## src/rtl/midi_pkg.sv

```systemverilog
// Shared MIDI link definitions: default bit divider and TX/RX FSM states.
// Imported by midi_link_ctrl and midi_rx_deser.
package midi_pkg;

  localparam int MIDI_CLK_DIV = 687;

  typedef enum logic [1:0] {
    T_IDLE,
    T_START,
    T_DATA,
    T_STOP
  } tx_state_e;

  typedef enum logic [2:0] {
    R_IDLE,
    R_START,
    R_DATA,
    R_STOP,
    R_BREAK
  } rx_state_e;

endpackage

```

## src/rtl/midi_rx_deser.sv

```systemverilog
// MIDI serial receiver: 2-flop synchronizer, start/data/stop FSM, shifter.
// Ports: clk, reset, midi_rx in; rx_data, rx_valid, rx_frame_err out.
module midi_rx_deser
  import midi_pkg::*;
#(
  parameter int CLK_DIV = MIDI_CLK_DIV
) (
  input  logic       clk,
  input  logic       reset,
  input  logic       midi_rx,
  output logic [7:0] rx_data,
  output logic       rx_valid,
  output logic       rx_frame_err
);

  localparam logic [11:0] TC      = 12'(CLK_DIV - 1);
  localparam logic [11:0] HALF_TC = 12'(CLK_DIV / 2 - 1);

  rx_state_e   state_q, state_d;
  logic [1:0]  sync_q;
  logic        rx_s;
  logic        prev_q;
  logic [11:0] cnt_q, cnt_d;
  logic [2:0]  idx_q, idx_d;
  logic [7:0]  shift_q, shift_d;
  logic [7:0]  data_q, data_d;
  logic        valid_q, valid_d;
  logic        err_q, err_d;

  assign rx_s = sync_q[1];

  // Sync flops reset high so reset release never looks like a start edge.
  always_ff @(posedge clk) begin
    if (reset) begin
      sync_q  <= 2'b11;
      prev_q  <= 1'b1;
      state_q <= R_IDLE;
      cnt_q   <= '0;
      idx_q   <= '0;
      shift_q <= '0;
      data_q  <= '0;
      valid_q <= 1'b0;
      err_q   <= 1'b0;
    end else begin
      sync_q  <= {sync_q[0], midi_rx};
      prev_q  <= rx_s;
      state_q <= state_d;
      cnt_q   <= cnt_d;
      idx_q   <= idx_d;
      shift_q <= shift_d;
      data_q  <= data_d;
      valid_q <= valid_d;
      err_q   <= err_d;
    end
  end

  always_comb begin
    state_d = state_q;
    cnt_d   = cnt_q;
    idx_d   = idx_q;
    shift_d = shift_q;
    data_d  = data_q;
    valid_d = 1'b0;
    err_d   = 1'b0;
    unique case (state_q)
      R_IDLE: begin
        if (prev_q && !rx_s) begin
          state_d = R_START;
          cnt_d   = '0;
        end
      end
      // Half-bit wait lands later samples at mid-bit.
      R_START: begin
        if (cnt_q == HALF_TC) begin
          cnt_d   = '0;
          idx_d   = '0;
          state_d = rx_s ? R_IDLE : R_DATA;
        end else begin
          cnt_d = cnt_q + 12'd1;
        end
      end
      R_DATA: begin
        if (cnt_q == TC) begin
          cnt_d   = '0;
          shift_d = {rx_s, shift_q[7:1]};
          idx_d   = idx_q + 3'd1;
          if (idx_q == 3'd7) state_d = R_STOP;
        end else begin
          cnt_d = cnt_q + 12'd1;
        end
      end
      R_STOP: begin
        if (cnt_q == TC) begin
          cnt_d = '0;
          if (rx_s) begin
            data_d  = shift_q;
            valid_d = 1'b1;
            state_d = R_IDLE;
          end else begin
            err_d   = 1'b1;
            state_d = R_BREAK;
          end
        end else begin
          cnt_d = cnt_q + 12'd1;
        end
      end
      R_BREAK: begin
        if (rx_s) state_d = R_IDLE;
      end
      default: state_d = R_IDLE;
    endcase
  end

  assign rx_data      = data_q;
  assign rx_valid     = valid_q;
  assign rx_frame_err = err_q;

endmodule

```

## src/rtl/midi_link_ctrl.sv

```systemverilog
// MIDI link controller: inline 8N1 transmitter plus midi_rx_deser receiver.
// Ports: tx_start/tx_data -> midi_tx, tx_busy, tx_done; midi_rx -> rx_*.
module midi_link_ctrl
  import midi_pkg::*;
#(
  parameter int CLK_DIV = MIDI_CLK_DIV
) (
  input  logic       clk,
  input  logic       reset,
  input  logic       tx_start,
  input  logic [7:0] tx_data,
  output logic       tx_busy,
  output logic       tx_done,
  output logic       midi_tx,
  input  logic       midi_rx,
  output logic [7:0] rx_data,
  output logic       rx_valid,
  output logic       rx_frame_err
);

  localparam logic [11:0] TC = 12'(CLK_DIV - 1);

  tx_state_e   tx_state_q, tx_state_d;
  logic [11:0] tx_cnt_q, tx_cnt_d;
  logic [2:0]  tx_idx_q, tx_idx_d;
  logic [7:0]  tx_shreg_q, tx_shreg_d;
  logic        tx_done_q, tx_done_d;

  always_ff @(posedge clk) begin
    if (reset) begin
      tx_state_q <= T_IDLE;
      tx_cnt_q   <= '0;
      tx_idx_q   <= '0;
      tx_shreg_q <= '0;
      tx_done_q  <= 1'b0;
    end else begin
      tx_state_q <= tx_state_d;
      tx_cnt_q   <= tx_cnt_d;
      tx_idx_q   <= tx_idx_d;
      tx_shreg_q <= tx_shreg_d;
      tx_done_q  <= tx_done_d;
    end
  end

  always_comb begin
    tx_state_d = tx_state_q;
    tx_cnt_d   = tx_cnt_q;
    tx_idx_d   = tx_idx_q;
    tx_shreg_d = tx_shreg_q;
    tx_done_d  = 1'b0;
    unique case (tx_state_q)
      T_IDLE: begin
        if (tx_start) begin
          tx_state_d = T_START;
          tx_cnt_d   = '0;
          tx_shreg_d = tx_data;
        end
      end
      T_START: begin
        if (tx_cnt_q == TC) begin
          tx_cnt_d   = '0;
          tx_idx_d   = '0;
          tx_state_d = T_DATA;
        end else begin
          tx_cnt_d = tx_cnt_q + 12'd1;
        end
      end
      T_DATA: begin
        if (tx_cnt_q == TC) begin
          tx_cnt_d = '0;
          tx_idx_d = tx_idx_q + 3'd1;
          if (tx_idx_q == 3'd7) tx_state_d = T_STOP;
        end else begin
          tx_cnt_d = tx_cnt_q + 12'd1;
        end
      end
      T_STOP: begin
        if (tx_cnt_q == TC) begin
          tx_cnt_d   = '0;
          tx_state_d = T_IDLE;
          tx_done_d  = 1'b1;
        end else begin
          tx_cnt_d = tx_cnt_q + 12'd1;
        end
      end
    endcase
  end

  always_comb begin
    midi_tx = 1'b1;
    unique case (tx_state_q)
      T_START: midi_tx = 1'b0;
      T_DATA:  midi_tx = tx_shreg_q[tx_idx_q];
      default: midi_tx = 1'b1;
    endcase
  end

  assign tx_busy = (tx_state_q != T_IDLE);
  assign tx_done = tx_done_q;

  midi_rx_deser #(
    .CLK_DIV(CLK_DIV)
  ) u_rx (
    .clk         (clk),
    .reset       (reset),
    .midi_rx     (midi_rx),
    .rx_data     (rx_data),
    .rx_valid    (rx_valid),
    .rx_frame_err(rx_frame_err)
  );

endmodule

```

## config.mk

```make
export PLATFORM = sky130hd
export DESIGN_NAME = midi_link_ctrl
export DESIGN_NICKNAME = d
export VERILOG_FILES = /design/src/rtl/midi_pkg.sv /design/src/rtl/midi_rx_deser.sv /design/src/rtl/midi_link_ctrl.sv
export SDC_FILE = /design/constraint.sdc
export NUM_CORES = 1
export LEC_CHECK = 0
export BUFFER_PORTS_ARGS = -buffer_cell sky130_fd_sc_hd__buf_2
export CAP_MARGIN = 25
export CORE_ASPECT_RATIO = 0.9
export CORE_MARGIN = 2
export CORE_UTILIZATION = 25
export DETAILED_ROUTE_END_ITERATION = 8
export PLACE_DENSITY_LB_ADDON = 0.08
export SYNTH_ARGS = -nofsm -noshare
export SYNTH_HDL_FRONTEND = slang
export SYNTH_HIERARCHICAL = 1
export SYNTH_SLANG_ARGS = --single-unit
```

## constraint.sdc

```tcl
create_clock -name clk -period 5.09 [get_ports clk]
set_clock_uncertainty 0.1 [all_clocks]
set_input_delay 0.2545 -clock clk [delete_from_list [all_inputs] [get_ports clk]]
set_output_delay 0.2545 -clock clk [all_outputs]
set_load 0.02 [all_outputs]
```

==> results of run 1 <==
metrics by stage:
step / total power, mW / hold WS, ns / instance area [um^2] / setup slack (ns) / utilization [%]
after global placement: 0.845 / 0.300 / 3480 / 2.59 / 27.3
final: 1.39 / 0.0209 / 3740 / 2.54 / 29.4
after floorplan: 0.765 / 0.258 / 3280 / 3.17 / -
after detailed placement: 0.842 / 0.299 / 3480 / 2.52 / 27.3
after global routing: 1.48 / 0.0304 / 3740 / 2.31 / 29.4
after CTS: 1.42 / 0.00356 / 3740 / 2.51 / 29.4
metal layers:
layer  wire length (um)  GRT usage (%)
met5                  0              0
met1               4060           16.0
met2               3370           17.6
met4                 93           4.27
met3                285           5.01
worst paths after layout:
kind                                      from         endpoint  slack, ns  depth (start not counted)
worst max-delay path             u_rx/cnt_q[1]  u_rx/rx_data[6]       2.54                          6
worst min-delay path                   midi_rx   u_rx/sync_q[0]       0.02                          2
worst min register to register  u_rx/sync_q[0]   u_rx/sync_q[1]       0.31                          1
worst max register to register   u_rx/cnt_q[1]  u_rx/rx_data[6]       2.54                          6
flip-flops by register name, indices dropped and copies added, names as in the netlist:
| signal | count |
|---|---|
| u_rx/rx_frame_err | 1 |
| tx_cnt_q | 12 |
| u_rx/cnt_q | 12 |
| u_rx/state_q | 3 |
| u_rx/shift_q | 8 |
| tx_idx_q | 3 |
| tx_state_q | 2 |
| u_rx/rx_valid | 1 |
| tx_shreg_q | 8 |
| u_rx/sync_q | 2 |
| u_rx/rx_data | 8 |
| u_rx/prev_q | 1 |
| u_rx/idx_q | 3 |
| tx_done | 1 |
worst max-delay path, stage by stage (launching register included):
cell and delay [ns]:
dfxtp_1 0.42, ha_1 0.21, or3b_4 0.42, nor3_2 0.63, nand4_4 0.34, mux2i_1 0.23, nor2_1 0.06
where the power goes:
part           leakage [nW]  internal (mW)  switching, mW  total [mW]
Sequential            0.526          0.535         0.0226       0.557
Combinational         0.701         0.0925          0.178       0.271
Clock                 0.128          0.338          0.221       0.559
final cells by class:
| class | instances | area (um^2) |
|---|---|---|
| tap | 164 | 205 |
| fill | 1353 | 8990 |
| clock buffer | 12 | 246 |
| multi-input combinational | 279 | 1790 |
| inverter | 12 | 45.0 |
| timing repair buffer | 26 | 135 |
| sequential | 65 | 1300 |
| clock inverter | 3 | 17.5 |
logic make-up after synthesis:
group	synth area share, %
mux	5.64
xor+xnor	0.267
flops	39.6
fa+ha+maj	4.96
compound gates	16.8
simple gates	27.0
buf+inv	5.76
cell usage after synthesis, types with 9 or more instances:
| library cell | n | area [um^2] |
|---|---|---|
| a21oi_1 | 34 | 170 |
| a31oi_1 | 17 | 106 |
| clkbuf_1 | 9 | 33.8 |
| dfxtp_1 | 65 | 1300 |
| ha_1 | 13 | 163 |
| inv_1 | 12 | 45.0 |
| mux2i_1 | 14 | 140 |
| nand2_1 | 33 | 124 |
| nand2b_1 | 15 | 93.8 |
| nand3_1 | 32 | 160 |
| nor2_1 | 26 | 97.6 |
| o21ai_0 | 11 | 55.1 |
==> impl_metrics.json, run 1 <==
{
  "outcome": "completed",
  "cts.sinks": 65,
  "cts.clk_slew.worst_paths_ns": 0.05,
  "synth-seq-cells": 65,
  "routabilityCongestion": 0.767,
  "dieArea_um2": 14100,
  "avgSynthCellArea_um2": 8.73,
  "netlist_area_um2": 3280,
  "grt_remaining_overflow": 0,
  "worst_pin_slew_ns": 0.725,
  "core_area_um2": 12700,
  "place_inst": 546,
  "max_freq_mhz": 392,
  "grt_use_total_pct": 12.0,
  "numCtsBuffers": 9,
  "end_kind": "flop",
  "antenna_left": 0,
  "die_h_um": 113,
  "viasPerCell": 4.87,
  "die_x_um": 125,
  "grt_start_max_net_pins": 61,
  "layout.nets": 418,
  "synth_cells": 376,
  "wl_per_cell_um": 13.9,
  "worstHoldPathType": "primary input to flop",
  "arrival_ns": 2.65,
  "yosys_warnings": 6,
  "rows": 39,
  "grt_setup_unrepaired": "no",
  "postCtsSetupRepairBufs": 0,
  "start_util_pct": 25.8,
  "yosysSeqAreaShare_pct": 39.6,
  "postCtsResizedCells": 0,
  "drv_cap": 0,
  "slew_headroom_pct": 51.4,
  "cts_hold_buf": 0,
  "leakage_nw": 1.36,
  "vdd_drop_max_mv": 0.146,
  "power_density_nw_per_um2": 371,
  "ys.flop_type": "dfxtp_1",
  "min_period_over_period_pct": 50.1,
  "fin_crit_ns": 2.55,
  "io_pins": 25,
  "tns_ns": 0,
  "wirelength_um": 7810,
  "layout_commonest_cell": "dfxtp_1",
  "synth_edf_count": 0,
  "clock_latency_ns": 0.34,
  "hold_viol": 0,
  "dp_hpwl_um": 5330,
  "grt_pass1_vias": 2580,
  "async_reset_ff_share_pct": 0,
  "ctsLongestPathBuffers": 2,
  "vias": 2732,
  "drive_above_1_share_pct": 14.9,
  "cp_data_required_time_ns": 5.19,
  "crit_path_start_kind": "flop",
  "setup_viol": 0,
  "critPathMaxFanout": 11,
  "stdcell_count": 561,
  "layout_common_cells": "dfxtp_1, a21oi_1, nand2_1, nand3_1, nor2_1",
  "dr.pass1.iters": 4,
  "synth_cell_types": 57,
  "portBuffers": 24,
  "path_class": "flop to flop",
  "cts-root-buf": "clkbuf_16",
  "n_antenna_cell": 0,
  "htreeDepth": 3,
  "drc_errors": 0,
  "area_growth_pct": 14.0,
  "antenna_found_initial": 0,
  "syn_nets": 401,
  "cts_tree": "yes",
  "drv_slew": 0,
  "drtIter0Drc": 139,
  "grt_pass1_wl_um": 13300
}
Note: power is estimated with default switching activity, not from simulation.
==> run 2, diff against run 1 <==
--- a/config.mk
+++ b/config.mk
@@ -5,6 +5,7 @@
 export SDC_FILE = /design/constraint.sdc
 export NUM_CORES = 1
 export LEC_CHECK = 0
+export ABC_AREA = 1
 export BUFFER_PORTS_ARGS = -buffer_cell sky130_fd_sc_hd__buf_2
 export CAP_MARGIN = 25
 export CORE_ASPECT_RATIO = 0.9
==> constraint.sdc (replaced) <==
create_clock -name clk -period 2.6 [get_ports clk]
set_clock_uncertainty 0.1 [all_clocks]
set_input_delay 0.13 -clock clk [delete_from_list [all_inputs] [get_ports clk]]
set_output_delay 0.13 -clock clk [all_outputs]
set_load 0.02 [all_outputs]
==> run 2 against run 1 <==
  * Clock power rose by 120%
  * Count of clock-buffer cells in the layout did not move
  * Core utilization rose by 1.2 points
  * Die area rose by 3.8%
  * Non-clock buffer count rose by 9
  * Wire length rose by 3.6%
  * Via count rose by 12%
  * Critical path depth rose by 3
  * Combinational power rose to 4.1 times the previous value
==> impl_metrics.json, run 2 <==
{
  "pre_cts_ws_ns": 0.271,
  "drv_slew": 0,
  "yosysTopAreaCell": "dfxtp_1",
  "final_core_util_pct": 30.6,
  "numCtsBuffers": 9,
  "synth_common_cells": "nand2_1, nor2_1, inv_1",
  "power_density_nw_per_um2": 867,
  "reg.largest.list": "tx_cnt_q x12, u_rx/cnt_q x12",
  "layout.nets": 564,
  "cp_num_buf_inv": 4,
  "wl_per_cell_um": 11.4,
  "cts.sinks": 65,
  "fin_crit_ns": 2.30,
  "setup_viol": 0,
  "area_growth_pct": 19.7,
  "holdWs_ns": 0.185,
  "yosys_warnings": 6,
  "hold_viol": 0,
  "synth_cell_types": 33,
  "dp_hpwl_um": 5630,
  "grt_pass1_vias": 2840,
  "synthXorXnorAreaFrac_pct": 0.513,
  "vias": 3047,
  "core_area_um2": 13400,
  "synth_mux_area_share_pct": 0,
  "synth_top_area_share_pct": 38.1,
  "netlist_area_um2": 3410,
  "rows": 40,
  "worstHoldPathType": "primary input to flop",
  "grt_pass1_wl_um": 13700,
  "worst_pin_slew_ns": 0.885,
  "grt_use_total_pct": 12.1,
  "viasPerCell": 4.29,
  "htreeDepth": 3,
  "finalWorstSetupSlack_ns": 0.304,
  "synth-simple-area-share_pct": 36.5,
  "ys_top_cells_by_area": "dfxtp_1, nand2_1, nor2_1",
  "crit_slowest_cell": "nor2_1",
  "ctsLongestPathBuffers": 2,
  "synth_top_family_by_area": "simple AND/OR/NAND/NOR gates",
  "clock_latency_ns": 0.33,
  "slowest_delay_ns": 0.74,
  "avgSynthCellArea_um2": 6.78,
  "slew_headroom_pct": 40.8,
  "synth_most_common_cell": "nand2_1",
  "ys.flop_type": "dfxtp_1",
  "path_delay_family": "simple AND/OR/NAND/NOR gates",
  "drtIter0Drc": 203,
  "n_antenna_cell": 0,
  "outcome": "completed",
  "grt_remaining_overflow": 0,
  "syn_nets": 528,
  "async_reset_ff_share_pct": 0,
  "cp_data_required_time_ns": 2.73,
  "end_kind": "flop",
  "cts.clk_slew.worst_paths_ns": 0.05,
  "cts-root-buf": "clkbuf_16",
  "drive_above_1_share_pct": 12.5,
  "synth-seq-cells": 65,
  "num-fill-cells": 1465,
  "arrival_ns": 2.43,
  "antenna_left": 0,
  "crit_path_cell_trace": "inv_1 > ha_1 > inv_1 > nor2_1 > inv_1 > nand3_1 > nand2_1 > inv_1 > nor2_1",
  "io_pins": 25,
  "crit_path_start_kind": "flop",
  "portBuffers": 24,
  "synth_compound_area_share_pct": 10.3,
  "postCtsResizedCells": 0,
  "start_util_pct": 25.5,
  "grt_start_max_net_pins": 25,
  "wirelength_um": 8080,
  "place_inst": 687,
  "synth_cells": 503,
  "vdd_drop_max_mv": 0.337,
  "min_period_over_period_pct": 88.3,
  "stdcell_count": 711,
  "max_freq_mhz": 436,
  "die_h_um": 115,
  "yosysSeqAreaShare_pct": 38.1,
  "dr.pass1.iters": 4,
  "cts_tree": "yes",
  "tns_ns": 0,
  "path_class": "flop to flop",
  "synth_fa_ha_area_share_pct": 4.77,
  "antenna_found_initial": 0,
  "layout_common_cells": "nand2_1, nor2_1, inv_1, dfxtp_1, a21oi_1",
  "grt_setup_unrepaired": "no",
  "die_x_um": 127,
  "dieArea_um2": 14600,
  "crit_top_cell": "inv_1",
  "synth_edf_count": 0,
  "layout_commonest_cell": "nand2_1",
  "routabilityCongestion": 0.786,
  "leakage_nw": 1.82,
  "drv_cap": 0,
  "critPathMaxFanout": 12,
  "drc_errors": 0
}
==> run 2: cell types whose count changed after synthesis, sizes merged, moves of 4 or more <==
cell and delta:
a31oi -17, and3 -6, clkbuf -8, inv +61, mux2i -14, nand2 +95, nand2b -15, nand3b -4
nor2 +61, o21ai +15
==> run 2: logic make-up (layout without fill, tap and decap cells) <==
family,after synthesis,count (layout)
compound gates,67,67
xor+xnor,2,2
fa+ha+maj,13,13
buf+inv,83,123
flops,65,65
simple gates,273,273
==> run 2: stage by stage <==
stage               area, um^2  power (mW)
detailed placement        3700        2.34
global route              4080        3.83
global placement          3700        2.35
finish                    4080        3.54
floorplan                 3410        2.07
CTS                       4080        3.60
==> run 2: area by class of cell <==
class / instances / area, um^2 / area share [%]
Clock buffer: 12 / 256 / 6.28
Clock inverter: 3 / 40.0 / 0.981
Inverter: 73 / 274 / 6.71
Multi-Input combinational cell: 355 / 1780 / 43.5
Sequential cell: 65 / 1300 / 31.9
Tap cell: 168 / 210 / 5.15
Timing Repair Buffer: 35 / 225 / 5.52
==> run 2: layer usage <==
layer / vias up / GRT usage, % / part of all wire [%]
met5: - / 0 / 0
met1: 1351 / 15.8 / 51
met3: 5 / 4.61 / 4.6
li1: 1651 / - / -
met4: 0 / 4.40 / 1.4
met2: 40 / 18.1 / 43
==> run 2: final timing paths <==
kind	depth (start not counted)	to	slack, ns	start
setup / recovery	9	tx_state_q[1]	0.30	tx_state_q[0]
hold / removal	3	u_rx/prev_q	0.19	reset
setup reg to reg	9	tx_state_q[1]	0.30	tx_state_q[0]
hold reg to reg	1	u_rx/sync_q[1]	0.31	u_rx/sync_q[0]
==> run 2: what timing repair did <==
action | 4_1_cts | 5_1_grt
endpoints found under the hold margin | 9 | 0
hold buffers | 9 | 0
setup buffers | 0 | 0
==> run 2: where the power goes <==
part	internal [mW]	switching, mW	total (mW)
logic	0.348	0.758	1.11
registers	1.11	0.105	1.21
clock network	0.785	0.437	1.22
total	2.24	1.30	3.54
==> run 2: tightest hold or removal path, delay by kind of cell <==
kind | cells | cell delay (ns)
buffers and inverters | 2 | 0.31
AND/OR/NAND/NOR | 1 | 0.14
==> run 3, diff against run 2 <==
--- a/config.mk
+++ b/config.mk
@@ -13,7 +13,8 @@
 export CORE_UTILIZATION = 25
 export DETAILED_ROUTE_END_ITERATION = 8
 export PLACE_DENSITY_LB_ADDON = 0.08
+export REMOVE_ABC_BUFFERS = 1
+export SKIP_CTS_REPAIR_TIMING = 1
 export SYNTH_ARGS = -nofsm -noshare
 export SYNTH_HDL_FRONTEND = slang
-export SYNTH_HIERARCHICAL = 1
 export SYNTH_SLANG_ARGS = --single-unit
==> run 3 against run 2 <==
  * The flow now finishes with violations (hold timing)
  * Sequential power shrank 4%
  * Final cell count decreased by 4.2%
  * Critical path type unchanged
  * Count of clock-buffer cells in the layout grew 2
  * Combinational power shrank 21%
  * Flip-flop and latch count unchanged
  * Synthesized cell count decreased by 5.2%
  * Fmax grew 8.0%
  * Core utilization is 0.48 points higher
  * Largest power group unchanged
  * Hold slack worse by 0.21 ns
==> impl_metrics.json, run 3 <==
{
  "n_antenna_cell": 0,
  "crit_top_cell": "inv_1",
  "critPathMaxFanout": 13,
  "area_growth_pct": 20.6,
  "vias": 2989,
  "max_freq_mhz": 470,
  "antenna_left": 0,
  "tns_ns": 0,
  "routabilityCongestion": 0.790,
  "drive_above_1_share_pct": 12.0,
  "setup_viol": 0,
  "portBuffers": 24,
  "reg.largest.list": "tx_cnt_q x12, u_rx.cnt_q x12",
  "numCtsBuffers": 9,
  "yosysSeqAreaShare_pct": 39.7,
  "htreeDepth": 3,
  "synth_cells": 477,
  "cts.sinks": 65,
  "path_delay_family": "simple AND/OR/NAND/NOR gates",
  "ys_top_cells_by_area": "dfxtp_1, nand2_1, nor2_1",
  "slowest_delay_ns": 0.70,
  "layout_common_cells": "nand2_1, nor2_1, dfxtp_1, inv_1, o21ai_0",
  "grt_pass1_wl_um": 13900,
  "cts-root-buf": "clkbuf_16",
  "holdWs_ns": -0.0265,
  "io_pins": 25,
  "fin_crit_ns": 2.13,
  "synth-seq-cells": 65,
  "start_util_pct": 25.7,
  "fin_area_um2": 3950,
  "crit_slowest_cell": "nor2_1",
  "wl_per_cell_um": 11.7,
  "grt_start_max_net_pins": 32,
  "power_density_nw_per_um2": 833,
  "drc_errors": 0,
  "viasPerCell": 4.39,
  "arrival_ns": 2.25,
  "drtIter0Drc": 190,
  "worstHoldPathType": "primary input to flop",
  "layout_commonest_cell": "nand2_1",
  "ys.flop_type": "dfxtp_1",
  "crit_path_start_kind": "flop",
  "yosys_warnings": 0,
  "synth_edf_count": 0,
  "cts_tree": "yes",
  "grt_setup_unrepaired": "no",
  "synth_top_area_share_pct": 39.7,
  "synth_most_common_cell": "nand2_1",
  "die_x_um": 125,
  "avgSynthCellArea_um2": 6.87,
  "dieArea_um2": 14000,
  "end_kind": "flop",
  "cp_num_buf_inv": 4,
  "dr.pass1.iters": 4,
  "dp_hpwl_um": 5540,
  "placed_area_um2": 3560,
  "crit_path_cell_trace": "inv_1 > ha_1 > inv_1 > nor2_1 > inv_1 > nand3_1 > nand2_1 > inv_1 > nor2_1",
  "worst_pin_slew_ns": 0.892,
  "die_h_um": 113,
  "synth_cell_types": 31,
  "async_reset_ff_share_pct": 0,
  "clock_latency_ns": 0.33,
  "rows": 39,
  "min_period_over_period_pct": 81.8,
  "outcome": "complete, but fails checks",
  "netlist_area_um2": 3280,
  "layout.nets": 537,
  "yosysTopAreaCell": "dfxtp_1",
  "drv_cap": 0,
  "cts.clk_slew.worst_paths_ns": 0.05,
  "violations": "hold timing",
  "synth_common_cells": "nand2_1, nor2_1, dfxtp_1",
  "wirelength_um": 7990,
  "grt_pass1_vias": 2897,
  "grt_use_total_pct": 12.2,
  "ctsLongestPathBuffers": 2,
  "core_area_um2": 12700,
  "drv_slew": 0,
  "slew_headroom_pct": 40.3,
  "antenna_found_initial": 0,
  "hold_viol": 1,
  "leakage_nw": 1.75,
  "grt_remaining_overflow": 0,
  "vdd_drop_max_mv": 0.370,
  "path_class": "flop to flop",
  "cp_data_required_time_ns": 2.73
}
run 3: changes by cell type after synthesis, sizes merged, moves of 3 or more:
cell	before	now
a21oi	33	27
buf	7	4
clkbuf	3	6
inv	73	60
nand2	131	120
nand3	31	24
nor3	9	6
nor3b	0	8
run 3: power breakdown:
group,internal [mW],switching [mW]
combinational,0.273,0.606
sequential,1.09,0.0689
clock,0.820,0.438
run 3: path summary, 6_finish.rpt:
path | startpoint | end | slack, ns | depth (start not counted)
setup / recovery | tx_state_q[1] | tx_state_q[1] | 0.47 | 9
hold / removal | tx_data[2] | tx_shreg_q[2] | -0.03 | 3
setup reg to reg | tx_state_q[1] | tx_state_q[1] | 0.47 | 9
hold reg to reg | u_rx.sync_q[0] | u_rx.sync_q[1] | 0.31 | 1
run 3: area by class of cell:
class | instances | area (um^2)
clock buffer | 14 | 274
multi-input combinational | 341 | 1690
fill | 1401 | 8780
tap | 164 | 205
timing repair buffer | 34 | 215
inverter | 61 | 230
sequential | 65 | 1300
clock inverter | 2 | 35.0
run 3: per-stage QoR:
stage | power (mW) | util, % | setup WS, ns | hold WS, ns | cells
detailed placement | 2.06 | 28.0 | 0.462 | 0.219 | 657
global placement | 2.07 | 28.0 | 0.497 | 0.220 | 657
global route | 3.54 | 31.0 | 0.175 | 0.0115 | 681
floorplan | 1.81 | - | 0.837 | 0.0991 | 467
finish | 3.29 | 31.0 | 0.473 | -0.0265 | 681
CTS | 3.34 | 30.4 | 0.454 | -0.126 | 673
run 3: cell families after synthesis:
group | synth area share (%)
AND/OR/NAND/NOR | 34.7
buffers and inverters | 8.67
AO/OA/AOI/OAI | 11.1
XOR/XNOR | 0.802
flip-flops | 39.7
adder cells (fa/ha/maj) | 4.96
run 3: layer usage:
metal  part of all wire [%]  global-route usage (%)  vias to the layer above
met5                      0                       0                        -
met4                   0.90                    4.04                        0
met3                    4.2                    3.53                        8
met2                     43                    18.7                       55
met1                     52                    16.5                     1340
li1                       -                       -                     1586
run 3: tightest hold or removal path: stages:
cell     delay (ns)
buf_2          0.07
o21ai_0        0.08
nor2_1         0.08
